$ cat config.mk
export PLATFORM = sky130hd
export DESIGN_NAME = fifo_wr_packer
export DESIGN_NICKNAME = d
export VERILOG_FILES = /design/src/rtl/fifo_wr_pkg.sv /design/src/rtl/packer_hold_reg.sv /design/src/rtl/fifo_wr_packer.sv
export SDC_FILE = /design/constraint.sdc
export NUM_CORES = 1
export LEC_CHECK = 0
export BUFFER_PORTS_ARGS = -buffer_cell sky130_fd_sc_hd__buf_2
export CAP_MARGIN = 20
export CORE_UTILIZATION = 40
export CTS_BUF_LIST = sky130_fd_sc_hd__clkbuf_8
export DETAILED_ROUTE_END_ITERATION = 8
export GPL_ROUTABILITY_DRIVEN = 0
export SYNTH_ARGS = -nofsm -noshare
export SYNTH_HDL_FRONTEND = slang
export SYNTH_SLANG_ARGS = --single-unit
$ cat constraint.sdc
create_clock -name i_clk -period 2.2 [get_ports i_clk]
set_input_delay 0.44 -clock i_clk [delete_from_list [all_inputs] [get_ports i_clk]]
set_output_delay 0.44 -clock i_clk [all_outputs]
set_load 0.01 [all_outputs]
$ cat src/rtl/fifo_wr_pkg.sv
// Shared definitions for the FIFO write-side packer: FSM states, default sizes,
// and the byte-count field width helper.
package fifo_wr_pkg;

    localparam int DEF_DW     = 8;
    localparam int DEF_NBYTES = 4;

    typedef enum logic {
        IDLE = 1'b0,
        SEND = 1'b1
    } state_e;

    // Width of a field able to hold 0..nbytes inclusive
    function automatic int calc_lw(input int nbytes);
        return $clog2(nbytes) + 1;
    endfunction

endpackage

$ cat src/rtl/packer_hold_reg.sv
// One-entry skid register for a pending word and its length; a full entry
// back-pressures the upstream producer through o_ready.
module packer_hold_reg
    import fifo_wr_pkg::*;
#(
    parameter int DW     = DEF_DW,
    parameter int NBYTES = DEF_NBYTES,
    parameter int LW     = calc_lw(NBYTES)
) (
    input  logic                 i_clk,
    input  logic                 i_rst,
    input  logic                 i_load,
    input  logic                 i_clear,
    input  logic [NBYTES*DW-1:0] i_data,
    input  logic [LW-1:0]        i_nbytes,
    output logic                 o_valid,
    output logic [NBYTES*DW-1:0] o_data,
    output logic [LW-1:0]        o_nbytes,
    output logic                 o_ready
);

    logic                 valid_reg;
    logic [NBYTES*DW-1:0] data_reg;
    logic [LW-1:0]        nbytes_reg;

    always_ff @(posedge i_clk or posedge i_rst) begin
        if (i_rst) begin
            valid_reg  <= 1'b0;
            data_reg   <= '0;
            nbytes_reg <= '0;
        end else if (i_load) begin
            valid_reg  <= 1'b1;
            data_reg   <= i_data;
            nbytes_reg <= i_nbytes;
        end else if (i_clear) begin
            valid_reg  <= 1'b0;
        end
    end

    assign o_valid  = valid_reg;
    assign o_data   = data_reg;
    assign o_nbytes = nbytes_reg;
    assign o_ready  = !valid_reg;

endmodule

$ cat src/rtl/fifo_wr_packer.sv
// Serialises multi-byte words into single-byte FIFO writes, stalling on full.
// Define PACKER_MSB_FIRST_EN to emit the highest valid byte first.
module fifo_wr_packer
    import fifo_wr_pkg::*;
#(
    parameter int DW     = DEF_DW,
    parameter int NBYTES = DEF_NBYTES,
    parameter int LW     = calc_lw(NBYTES)
) (
    input  logic                 i_clk,
    input  logic                 i_rst,
    input  logic [NBYTES*DW-1:0] i_data,
    input  logic [LW-1:0]        i_nbytes,
    input  logic                 i_valid,
    output logic                 o_ready,
    input  logic                 i_wfull,
    output logic                 o_winc,
    output logic [DW-1:0]        o_wdata,
    output logic                 o_busy,
    output logic                 o_err
);

    localparam int WW = NBYTES * DW;

    state_e        state_reg;
    logic [WW-1:0] shift_reg;
    logic [LW-1:0] cnt_reg;
    logic          err_reg;

    logic          hold_valid;
    logic [WW-1:0] hold_data;
    logic [LW-1:0] hold_nbytes;

    logic          accept;
    logic          legal;
    logic          last_byte;
    logic          direct_load;
    logic          hold_load;
    logic          hold_clear;
    logic [LW-1:0] load_len;
    logic [WW-1:0] load_src;
    logic [WW-1:0] load_word;
    logic [WW-1:0] step_word;

    assign legal     = (i_nbytes != '0) && (i_nbytes <= LW'(NBYTES));
    assign accept    = i_valid && o_ready;
    assign o_winc    = (state_reg == SEND) && !i_wfull;
    assign last_byte = o_winc && (cnt_reg == LW'(1));

    // A new word bypasses the hold register whenever the shifter is free at the next edge
    assign direct_load = accept && legal && ((state_reg == IDLE) || last_byte);
    assign hold_load   = accept && legal && (state_reg == SEND) && !last_byte;
    assign hold_clear  = last_byte && hold_valid;

    always_comb begin
        load_len = hold_clear ? hold_nbytes : i_nbytes;
        load_src = hold_clear ? hold_data : i_data;
`ifdef PACKER_MSB_FIRST_EN
        load_word = load_src << (DW * (NBYTES - int'(load_len)));
        step_word = shift_reg << DW;
`else
        load_word = load_src;
        step_word = shift_reg >> DW;
`endif
    end

    always_ff @(posedge i_clk or posedge i_rst) begin
        if (i_rst) begin
            state_reg <= IDLE;
            shift_reg <= '0;
            cnt_reg   <= '0;
            err_reg   <= 1'b0;
        end else begin
            err_reg <= accept && !legal;
            case (state_reg)
                IDLE: begin
                    if (direct_load) begin
                        shift_reg <= load_word;
                        cnt_reg   <= load_len;
                        state_reg <= SEND;
                    end
                end
                SEND: begin
                    if (last_byte && (hold_clear || direct_load)) begin
                        shift_reg <= load_word;
                        cnt_reg   <= load_len;
                    end else if (o_winc) begin
                        shift_reg <= step_word;
                        cnt_reg   <= cnt_reg - LW'(1);
                        if (last_byte) begin
                            state_reg <= IDLE;
                        end
                    end
                end
                default: state_reg <= IDLE;
            endcase
        end
    end

    packer_hold_reg #(
        .DW     (DW),
        .NBYTES (NBYTES),
        .LW     (LW)
    ) u_hold (
        .i_clk    (i_clk),
        .i_rst    (i_rst),
        .i_load   (hold_load),
        .i_clear  (hold_clear),
        .i_data   (i_data),
        .i_nbytes (i_nbytes),
        .o_valid  (hold_valid),
        .o_data   (hold_data),
        .o_nbytes (hold_nbytes),
        .o_ready  (o_ready)
    );

`ifdef PACKER_MSB_FIRST_EN
    assign o_wdata = shift_reg[WW-1 -: DW];
`else
    assign o_wdata = shift_reg[DW-1:0];
`endif

    assign o_busy = (state_reg == SEND) || hold_valid;
    assign o_err  = err_reg;

endmodule
==> flow_summary.yaml <==
status:
  status: "complete, no violations"
finish:
  final_area_sq_mm: 0.004664
  syn2layout_area_growth_pct: 13.52
  nets: 438
  n_antenna_cell: 0
  final_layout_size_suffix_gt1_share_pct: 36.59
power_and_ir_drop:
  pwr-share-clk_pct: 16.8
  ir_worst_vdd_mv: 0.5406
  power_switching_mw: 2.033
  seq_power_share_pct: 41.6
  p_leak_nw: 2.089
  p_total_mw: 5.603
  powerDensity_mw_per_mm2: 1201
  power_frac_comb_pct: 41.6
  p_sw_share_pct: 36.29
  intPower_mw: 3.570
drt:
  drt-pass1-iter-count: 4
  wl_per_cell_um: 16.79
  antenna_left: 0
  drc: 0
  drt_iter0_drc: 189
  routed_wirelength_um: 8931
  via_count: 3047
  via_per_inst: 5.727
sta:
  fin_setup_tns_ps: 0
  fin_crit_ps: 2055
  whs_ps: 164.0
  fmax_mhz: 486.6
  setup_violations: 0
  worst_slew_pin_slew_ps: 613.2
  finalCritPeriodShare_pct: 93.40
  skew_ps: 7.731
  setup_slack_ps: 145.1
  slew_viol_final: 0
  rsz0062_at_grt: "false"
  hold_viol: 0
  maxSlewHeadroom_pct: 59.04
logic_synthesis:
  synth_enable_flop_cells: 0
  async_reset_ff_share_pct: 100.0
  ys_seq_elements: 73
  synth_top_area_share_pct: 44.46
  synth_top_area_cell: "dfrtp_1"
  seq_area_frac_synth_pct: 44.46
  synthCells: 366
  syn_area_per_cell_sq_um: 11.23
  ys_top_cells_by_count: "dfrtp_1, mux2_2, nand2_1"
  synth_most_common_cell: "dfrtp_1"
  synth_area_leaders: "dfrtp_1, mux2_2, o41ai_2"
  synth_cell_types: 38
  yosys_warnings: 0
  synth_fp_nets: 407
  synth-main-ff-cell: "dfrtp_1"
  synth_area_sq_mm: 0.004109
clock_tree:
  cts.htree.levels: 3
  clkLatencyLatePin_ps: 340
  root_buffer: "clkbuf_8"
  cts.repair.resized: 0
  cts_tree: "yes"
  clkSinkCount: 73
  clk_pin_slew_ps: 70
  cts_hold_repair.buffers: 0
  postCtsSetupBuffers: 0
  cts_buffer_depth: 2
  cts_made_buffers: 9
global_routing:
  groute.usage.overall_pct: 18.35
  antenna_found_initial: 0
  grt_max_degree: 59
  grt_pass1_wl_um: 14810
  grt_pass1_vias: 2925
  overflow: 0
floorplan:
  num_rows: 36
  die_w_um: 103.4
  core_area_sq_mm: 0.009864
  ios: 51
  die_h_um: 103.4
  dieArea_sq_mm: 0.01068
  start_util_pct: 41.65
critical_path:
  worstSetupPathType: "reg -> reg"
  critPathBufInv: 2
  path_depth: 7
  slowest_delay_ps: 400
  cp.arrival_ps: 2260
  cp_max_fo: 17
  crit_path_top_delay_cell: "a311oi_1"
  path_cells: "inv_1 > ha_1 > nor3b_4 > nand4_1 > buf_4 > a311oi_1 > o22ai_1"
  rr_worst_depth: 7
  endpoint_kind: "register"
  required_ps: 2410
  start_kind: "register"
  crit_family: "compound AO/OA/AOI/OAI gates"
placement:
  place_ws_ps: 94.74
  portBuffers: 50
  placed_cell_area_sq_mm: 0.004477
  hpwl_um: 6279
min_path:
  min_path_type: "in -> async"
flow_run:
  maxCapViolCount: 0
## worst register-to-register path: stages (launching register included)
cell      delay (ps)
dfrtp_1          360
inv_1             80
ha_1             160
nor3b_4          300
nand4_1          210
buf_4            260
a311oi_1         400
o22ai_1          140
## routing by layer
layer  vias to the layer above  wire (um)  track usage (%)
met3                         9        261            3.427
met2                        58       4184            28.17
met1                      1522       4384            25.72
met4                         0        101            7.042
li1                       1458          -                -
met5                         -          0                0
## final cells by class
cell class | instances | area [sq um]
Clock buffer | 12 | 165.2
Clock inverter | 1 | 3.754
Fill cell | 906 | 5200
Inverter | 6 | 26.28
Multi-Input combinational cell | 238 | 2008
Sequential cell | 73 | 1827
Tap cell | 133 | 166.4
Timing Repair Buffer | 69 | 467.9
## layout by cell type, fill, tap and decap left out, types with 13 or more instances in the layout
cell type  count
a311oi_1      25
mux2_2        37
and3_1        27
nand2_1       31
o41ai_2       18
o21ai_1       17
dfrtp_1       73
buf_2         50
a21boi_0      28
buf_4         13
## kinds of logic after synthesis
| group | synth area share, % |
|---|---|
| and+or+nand+nor | 9.409 |
| AOI/OAI and AO/OA | 26.61 |
| DFF | 44.46 |
| adders and majority gates | 0.6089 |
| muxes | 11.78 |
| buffers and inverters | 7.125 |
## power by group through the flow
stage	logic [mW]	registers [mW]	clock network, mW
final	2.33	2.33	0.941
after global routing	2.58	2.42	1.03
after CTS	2.34	2.33	0.975
after detailed placement	2.34	2.36	0
after global placement	2.28	2.34	0
after floorplan	1.87	2.24	0
## path summary, 6_finish.rpt
kind,startpoint,end,slack [ps]
hold reg to reg,shift_reg[3]$_DFFE_PP0P_,shift_reg[3]$_DFFE_PP0P_,480
setup / recovery,cnt_reg[1]$_DFFE_PP0P_,cnt_reg[0]$_DFFE_PP0P_,150
setup reg to reg,cnt_reg[1]$_DFFE_PP0P_,cnt_reg[0]$_DFFE_PP0P_,150
hold / removal,i_rst,u_hold.o_data[11]$_DFFE_PP0P_,160
max in group asynchronous,i_rst,shift_reg[22]$_DFFE_PP0P_,1400
min in group i_clk,i_data[28],u_hold.o_data[28]$_DFFE_PP0P_,330
## through the flow
stage          std cells  util, %
2_1_floorplan        366        -
3_3_place_gp         519    45.38
3_5_place_dp         519    45.38
4_1_cts              532    47.10
5_1_grt              532    47.29
6_report             532    47.29
Note: power is estimated with default switching activity, not from simulation.
